<file path="config.mk">
export PLATFORM = sky130hd
export DESIGN_NAME = corr_frame_tx
export DESIGN_NICKNAME = d
export VERILOG_FILES = /design/src/rtl/corr_frame_tx.sv
export SDC_FILE = /design/constraint.sdc
export NUM_CORES = 2
export LEC_CHECK = 0
export CAP_MARGIN = 40
export CORE_AREA = 2 2 565 567
export CTS_CLUSTER_DIAMETER = 40
export CTS_CLUSTER_SIZE = 30
export DETAILED_ROUTE_END_ITERATION = 10
export DIE_AREA = 0 0 567 569
export PLACE_DENSITY = 0.49
export SLEW_MARGIN = 20
export SYNTH_ARGS = -nofsm -noshare
export SYNTH_HDL_FRONTEND = slang
export SYNTH_SLANG_ARGS = --single-unit
</file>
<file path="constraint.sdc">
create_clock -name clki -period 70.1 [get_ports clki]
set_input_delay 14.02 -clock clki [delete_from_list [all_inputs] [get_ports clki]]
set_output_delay 14.02 -clock clki [all_outputs]
set_load 0.005 [all_outputs]
</file>
<file path="src/rtl/corr_frame_tx.sv">
// Correlation frame transmitter: snapshots a count bus on a strobe and sends it out as 8N1 UART bytes.
// Optional trailing XOR checksum byte is enabled with `define CORR_FRAME_CHECKSUM_EN.
module corr_frame_tx #(
  parameter int CLK_FREQUENCY = 50000000,
  parameter int BAUD_RATE     = 230400,
  parameter int RESOLUTION    = 16,
  parameter int NUM_COUNTS    = 91
) (
  input  logic                               clki,
  input  logic                               reset,
  input  logic                               integration_clk_pulse,
  input  logic [NUM_COUNTS*RESOLUTION-1:0]   counts,
  output logic                               TX,
  output logic                               busy,
  output logic                               overrun
);

  localparam int DIV    = CLK_FREQUENCY / BAUD_RATE;
  localparam int BPC    = RESOLUTION / 8;
  localparam int NDATA  = NUM_COUNTS * BPC;
  localparam int BAUD_W = (DIV > 1) ? $clog2(DIV) : 1;
  localparam int BYTE_W = (NDATA > 2) ? $clog2(NDATA) : 1;
  localparam logic [BAUD_W-1:0] BAUD_LAST = BAUD_W'(DIV - 1);
  localparam logic [BYTE_W-1:0] DATA_LAST = BYTE_W'(NDATA - 1);
  localparam logic [BYTE_W-1:0] SYNC_LAST = BYTE_W'(1);

`ifdef CORR_FRAME_CHECKSUM_EN
  typedef enum logic [1:0] {IDLE = 2'd0, SYNC = 2'd1, DATA = 2'd2, CSUM = 2'd3} state_t;
`else
  typedef enum logic [1:0] {IDLE = 2'd0, SYNC = 2'd1, DATA = 2'd2} state_t;
`endif

  state_t                  state_q, state_d;
  logic [BAUD_W-1:0]       baud_q, baud_d;
  logic [3:0]              bit_q, bit_d;
  logic [BYTE_W-1:0]       byte_q, byte_d;
  logic [NDATA-1:0][7:0]   snap_q, snap_d, snap_in;
  logic                    tx_q, tx_d;
  logic                    ovr_q, ovr_d;
  logic                    accept;
  logic [7:0]              cur_byte;
  logic [2:0]              bsel;

  assign busy    = (state_q != IDLE);
  assign TX      = tx_q;
  assign overrun = ovr_q;
  assign accept  = integration_clk_pulse && !busy;

  // Snapshot is stored in transmission order: count 0 first, MSB byte first.
  always_comb begin
    snap_in = '0;
    for (int k = 0; k < NUM_COUNTS; k++)
      for (int b = 0; b < BPC; b++)
        snap_in[k*BPC + b] = counts[k*RESOLUTION + (BPC-1-b)*8 +: 8];
  end

`ifdef CORR_FRAME_CHECKSUM_EN
  logic [7:0] csum;
  always_comb begin
    csum = '0;
    for (int j = 0; j < NDATA; j++) csum = csum ^ snap_q[j];
  end
`endif

  // Next-state: baud counter -> bit counter -> byte counter -> state.
  always_comb begin
    state_d = state_q;
    baud_d  = baud_q;
    bit_d   = bit_q;
    byte_d  = byte_q;
    snap_d  = snap_q;
    ovr_d   = ovr_q | (integration_clk_pulse & busy);
    if (state_q == IDLE) begin
      if (accept) begin
        state_d = SYNC;
        baud_d  = '0;
        bit_d   = '0;
        byte_d  = '0;
        snap_d  = snap_in;
      end
    end else if (baud_q == BAUD_LAST) begin
      baud_d = '0;
      if (bit_q == 4'd9) begin
        bit_d  = '0;
        byte_d = byte_q + 1'b1;
        case (state_q)
          SYNC: if (byte_q == SYNC_LAST) begin
            state_d = DATA;
            byte_d  = '0;
          end
          DATA: if (byte_q == DATA_LAST) begin
            byte_d = '0;
`ifdef CORR_FRAME_CHECKSUM_EN
            state_d = CSUM;
`else
            state_d = IDLE;
`endif
          end
`ifdef CORR_FRAME_CHECKSUM_EN
          CSUM: begin
            state_d = IDLE;
            byte_d  = '0;
          end
`endif
          default: state_d = IDLE;
        endcase
      end else begin
        bit_d = bit_q + 4'd1;
      end
    end else begin
      baud_d = baud_q + 1'b1;
    end
  end

  // TX is registered from the next-state position so each bit starts cleanly on an edge.
  always_comb begin
    cur_byte = 8'hFF;
    case (state_d)
      SYNC:    cur_byte = (byte_d == '0) ? 8'hA5 : 8'h5A;
      DATA:    cur_byte = snap_q[byte_d];
`ifdef CORR_FRAME_CHECKSUM_EN
      CSUM:    cur_byte = csum;
`endif
      default: cur_byte = 8'hFF;
    endcase
    bsel = bit_d[2:0] - 3'd1;
    if (state_d == IDLE)      tx_d = 1'b1;
    else if (bit_d == 4'd0)   tx_d = 1'b0;
    else if (bit_d == 4'd9)   tx_d = 1'b1;
    else                      tx_d = cur_byte[bsel];
  end

  always_ff @(posedge clki or posedge reset) begin
    if (reset) begin
      state_q <= IDLE;
      baud_q  <= '0;
      bit_q   <= '0;
      byte_q  <= '0;
      snap_q  <= '0;
      tx_q    <= 1'b1;
      ovr_q   <= 1'b0;
    end else begin
      state_q <= state_d;
      baud_q  <= baud_d;
      bit_q   <= bit_d;
      byte_q  <= byte_d;
      snap_q  <= snap_d;
      tx_q    <= tx_d;
      ovr_q   <= ovr_d;
    end
  end

endmodule

</file>
# Yosys cells after proc, flatten, opt, wreduce, memory -nomap -nowiden

Cells that the tools add are included.

Output and inout bits: 3
Bits in registers: 1480

Reductions and logical operators: 8
Magnitude comparators: 2
Muxes and demuxes: 30
Bitwise operators: 2
Eq/ne operators: 10
Add/sub/neg operators: 4

Operators by type and width:

| operator                                           | number |
|---|---|
| 2-to-1 mux 8 bit                                   | 11 |
| binary-select mux 8 bit (select 8 bit)             | 1 |
| one-hot mux 8 bit (2 select lines)                 | 2 |
| adder 8 x 1 -> 8 bit, second input constant        | 2 |
| == test 8 bit, second input constant               | 2 |
| 2-to-1 mux 4 bit                                   | 4 |
| 2-to-1 mux 2 bit                                   | 6 |
| < comparator 8 x 9 -> 1 bit, second input constant | 1 |
| == test 4 bit, second input constant               | 2 |
| == test 8 x 1 -> 1 bit, second input constant      | 1 |
| logical NOT 8 bit                                  | 1 |
| adder 4 x 1 -> 4 bit, second input constant        | 1 |
| == test 2 x 1 -> 1 bit, second input constant      | 2 |
| == test 2 bit, second input constant               | 2 |
| logical NOT 2 bit                                  | 2 |
| logical NOT 4 bit                                  | 1 |
| < comparator 3 x 4 -> 1 bit, second input constant | 1 |
| 2-to-1 mux 1 bit                                   | 4 |
| one-hot mux 2 bit (2 select lines)                 | 1 |
| binary-select mux 1 bit (select 3 bit)             | 1 |
| subtractor 3 x 1 -> 3 bit, second input constant   | 1 |
| != test 2 bit, second input constant               | 1 |
| AND reduction 2 bit                                | 1 |
| nonzero test 2 bit                                 | 1 |
| 4 further kinds                                    | 4 |

# Logic depth before layout (Yosys ltp)

Depth after elaboration: 14
Mapped depth: 20

# Worst setup path before layout

No wires, ideal clock.

Kind: in2reg
From: input integration_clk_pulse
To: register tx_q, in the netlist TX
Buffers on the path: 4
Setup slack: 53.314 ns
Stages on the path: 16
Required time: 70.016 ns
Arrival: 16.702 ns
Path through: nand2_1 nand2_1 mux2i_1 nand2_1 inv_2 buf_6 buf_2 clkbuf_1 clkbuf_1 nand3_1 a311oi_1 o21ai_0 a221o_1 a31oi_1 o31ai_1 o32a_2

Cells in the longest elaborated chain, start to end: 11

Ends and longest elaborated chain:

| what                                                                        | RTL line | RTL |
|---|---|---|
| start, declared                                                             | 11       | `input logic integration_clk_pulse,` |
| logical AND 1 bit (*)                                                       | 47       | `assign accept = integration_clk_pulse && !busy;` |
| 2-to-1 mux 8 bit                                                            | 74       | `if (accept) begin` |
| 2-to-1 mux 8 bit                                                            | 73       | `if (state_q == IDLE) begin` |
| binary-select mux 8 bit (select 8 bit) or logical NOT 8 bit (tied branches) | 120, 119 |  |
| 2-to-1 mux 8 bit (on tied branches)                                         | 120, 119 |  |
| one-hot mux 8 bit (2 select lines)                                          | 118      | `case (state_d)` |
| binary-select mux 1 bit (select 3 bit)                                      | 130      | `else tx_d = cur_byte[bsel];` |
| 2-to-1 mux 1 bit (not written as such)                                      | 130      |  |
| 2-to-1 mux 1 bit                                                            | 129      | `else if (bit_d == 4'd9) tx_d = 1'b1;` |
| 2-to-1 mux 1 bit                                                            | 128      | `else if (bit_d == 4'd0) tx_d = 1'b0;` |
| 2-to-1 mux 1 bit (*)                                                        | 127      | `if (state_d == IDLE) tx_d = 1'b1;` |
| via tx_d                                                                    | 38       | `logic tx_q, tx_d;` |
| end signal, assigned                                                        | 148      | `tx_q <= tx_d;` |
| end, declared                                                               | 38       |  |

Mark *: on every way through the listed nets, which the timed path passes. The rest lies on a longest branch. The select of a mux whose other input is x is not followed.
A chain may end at the register's enable or synchronous reset.

# Final worst setup path

Ends and elaborated chain as after synthesis.

==> impl_metrics.csv <==
group,metric,value,unit
critical_path,end_kind,"register",
placement,placed_cells,14110,
floorplanning,start_util,22.02,%
routing,firstDrtPassIters,5,
clock_tree,clk_pin_slew_worst_paths,0.06,ns
worst_hold_path,hold-path-cell-count,1,
timing,fin_crit_sh,28.75,%
grt,antenna_found_initial,134,
critical_path,start_kind,"input port",
clock_tree,insertion_delay,0.91,ns
yosys,ys_seq_area_share,53.11,%
placement,gp_congestion,0.8723,
layout,nets,11730,
grt,grt_overflow,0,
critical_path,arrival,20.95,ns
clock_tree,htree_levels,5,
timing,clock.fmax,0.04962,GHz
floorplanning,design.core.area,316800,µm²
grt,grt_usage,25.11,%
clock_tree,clock_path_buffers,4,
clock_tree,hold_buffers,0,
placement,dpl_cell_area,89460,µm²
grt,use_met1,34.93,%
layout,nFillCells,33890,
routing,wl_per_cell,28.29,µm
critical_path,crit_type,"in -> reg",
yosys,synthCells,8891,
yosys,ys_async_sr_fraction,100.0,%
status,outcome,"finished clean",
yosys,synth_edf_count,0,
timing,fin_crit,20.15,ns
timing,grt_setup_unrepaired,"false",
yosys,ys_ff_latch,1480,
pwr,power,0.003802,W
critical_path,r2r_cells,18,
floorplanning,io_pins,1462,
routing,drt_iter0_drc,7037,
worst_hold_path,whs_endpoint,"overrun",
yosys,yosysWarnings,0,
yosys,synth.distinct_cells,88,
layout,drive_gt1_share,7.966,%
clock_tree,cts_buffers,314,
timing,worst_pin_slew,1.227,ns
grt,grt_pass1_vias,69600,
yosys,synthFlopType,"dfrtp_1",
critical_path,critical_path.max_fanout,129,
clock_tree,cts_tree,"done",
routing,drc,0,
worst_hold_path,min_from,"overrun",
placement,dp_hpwl,307.4,mm
yosys,synth_nets,10360,
routing,wirelength,417.6,mm
layout,finalNonFillerCells,14760,
floorplanning,die_h,569,µm
grt,grt.busiest_layer,"met2",
job,cap_violations,0,
clock_tree,clock_sinks,1480,
floorplanning,std_cell_rows,207,
timing,hold_viol_final,0,
yosys,syn-cell-area,69740,µm²
pwr,leakage,48.65,nW
yosys,syn-mean-instance-area,7.844,µm²
clock_tree,cts-root-buf,"clkbuf_16",
timing,fin_skew,0.05645,ns
layout,stdcell_area,101500,µm²
critical_path,r2r_end,"TX",
layout,post-route-util,32.04,%
worst_hold_path,hp-class,"reg -> reg",
timing,tns,0,ns
routing,drtAntennaViolNets,0,
timing,setup_viol,0,
placement,portBuffers,1461,
critical_path,critPathRequiredTime,70.90,ns
critical_path,r2r_start,"state_q[1]",
floorplanning,die_x,567,µm
floorplanning,dieArea,322600,µm²
grt,met3_usage,4.811,%
pwr,ir_drop,0.01921,mV
grt,grt_start_max_net_pins,212,
timing,relSlewSlack,18.18,%
layout,synthToLayoutAreaGrowth,45.51,%
routing,vias,70010,
grt,grt_pass1_wl,570.9,mm
clock_tree,ctsResizeCount,0,
grt,use_met2,38.74,%
routing,routed_via_density,4.744,
timing,finalMaxSlewViolations,0,
clock_tree,cts_setup_buffers,0,
critical_path,r2r_setup_slack,62.22,ns
pwr,power.density,37.47,nW/µm²
[critical path, cell delays in order]
cell and delay, ns:
clkdlybuf4s50_1 0.79, nor2b_1 0.10, buf_4 0.22, nand2_1 0.10, nand2_1 0.33, nor2_4 0.30, buf_4 0.52, buf_12 0.45
buf_4 0.59, buf_4 0.62, nand2_1 0.10, and3_1 0.18, a31oi_1 0.39, o221ai_1 0.52, a2bb2oi_1 0.28, o211ai_1 0.11
a41oi_1 0.68, o32a_2 0.25
[cell usage in the layout, fill, tap and decap left out, types with 93 or more instances in the layout]
| master | Yosys | layout |
|---|---|---|
| clkdlybuf4s50_1 | 0 | 1461 |
| a31oi_1 | 133 | 132 |
| clkbuf_16 | 0 | 315 |
| and3_1 | 186 | 186 |
| mux2i_1 | 93 | 93 |
| nand2_1 | 5273 | 5269 |
| dfrtp_1 | 1479 | 1479 |
| a211oi_1 | 176 | 173 |
| nand3_1 | 258 | 256 |
| buf_4 | 16 | 139 |
[logic make-up (layout without fill, tap and decap cells)]
| group | after synthesis | after routing | synth area share, % |
|---|---|---|---|
| AOI/OAI and AO/OA | 790 | 790 | 8.185 |
| xor gates and xnor gates | 4 | 4 | 0.05025 |
| adders and majority gates | 13 | 13 | 0.2332 |
| buffers and inverters | 643 | 2272 | 3.888 |
| DFF | 1480 | 1480 | 53.11 |
| muxes | 95 | 95 | 1.367 |
| other | 0 | 59 | 0 |
| and+or+nand+nor | 5866 | 5866 | 33.17 |
[worst max-delay path by stage]
stage / startpoint / endpoint / cells after the start
6_report: integration_clk_pulse / TX / 18
5_1_grt: integration_clk_pulse / TX / 17
4_1_cts: integration_clk_pulse / TX / 15
3_5_place_dp: integration_clk_pulse / TX / 15
3_3_place_gp: integration_clk_pulse / TX / 15
2_1_floorplan: reset / baud_q[0] / 1
[power by group]
group | internal (W) | switching (W)
combinational | 0.000313 | 0.000457
sequential | 0.00118 | 0.000221
clock | 0.00109 | 0.000546
[Yosys cell counts, types with 7 or more instances]
cell / instances / area [µm²]
inv_1: 18 / 67.56
a22oi_1: 29 / 217.7
a211o_1: 7 / 61.31
nor2_1: 50 / 187.7
buf_4: 16 / 120.1
a21oi_1: 89 / 445.4
clkbuf_1: 395 / 1483
a2111oi_0: 8 / 70.07
a31oi_1: 133 / 832.1
o2111ai_1: 21 / 183.9
a311oi_1: 67 / 586.8
nand4_1: 37 / 231.5
o211ai_1: 24 / 180.2
o311ai_0: 8 / 70.07
buf_2: 154 / 770.7
a32oi_1: 25 / 219.0
a21o_1: 8 / 60.06
nor3_1: 11 / 55.05
nand3_1: 258 / 1291
nand2_1: 5273 / 19790
dfrtp_1: 1479 / 37010
and3_1: 186 / 1164
a211oi_1: 176 / 1321
ha_1: 13 / 162.7
buf_1: 47 / 176.4
o22ai_1: 11 / 68.82
a41oi_1: 8 / 70.07
o21ai_0: 77 / 385.4
mux2i_1: 93 / 930.9
nor4_1: 7 / 43.79
a22o_1: 7 / 61.31
a221oi_1: 28 / 245.2
[metrics by stage]
step / hold slack (ns) / setup slack [ns]
detailed placement: 0.4536 / 48.68
global route: 0.4781 / 49.69
CTS: 0.4636 / 49.62
global placement: 0.4428 / 48.41
finish: 0.4639 / 49.95
floorplan: 0.4374 / 14.34
[per-layer routing]
metal  vias to the layer above  wire [µm]
li1                      31630          -
met5                         -        368
met2                      2935     186000
met1                     34760     188800
met3                       636      28530
met4                        58      13950
[state kept, by name (all words and copies together), names as in the netlist]
name / flops
TX: 1
baud_q: 8
bit_q: 4
byte_q: 8
overrun: 1
snap_q: 1456
state_q: 2
[cell type report]
class	instances	area, µm²	share of cell area [%]
timing repair buffer	1670	17100	16.85
inverter	25	132.6	0.1307
multi-input combinational	6768	30320	29.88
antenna	59	147.6	0.1455
sequential	1480	37040	36.50
clock buffer	401	8746	8.619
clock inverter	176	2761	2.721
tap	4180	5230	5.154
Note: power is estimated with default switching activity, not from simulation.
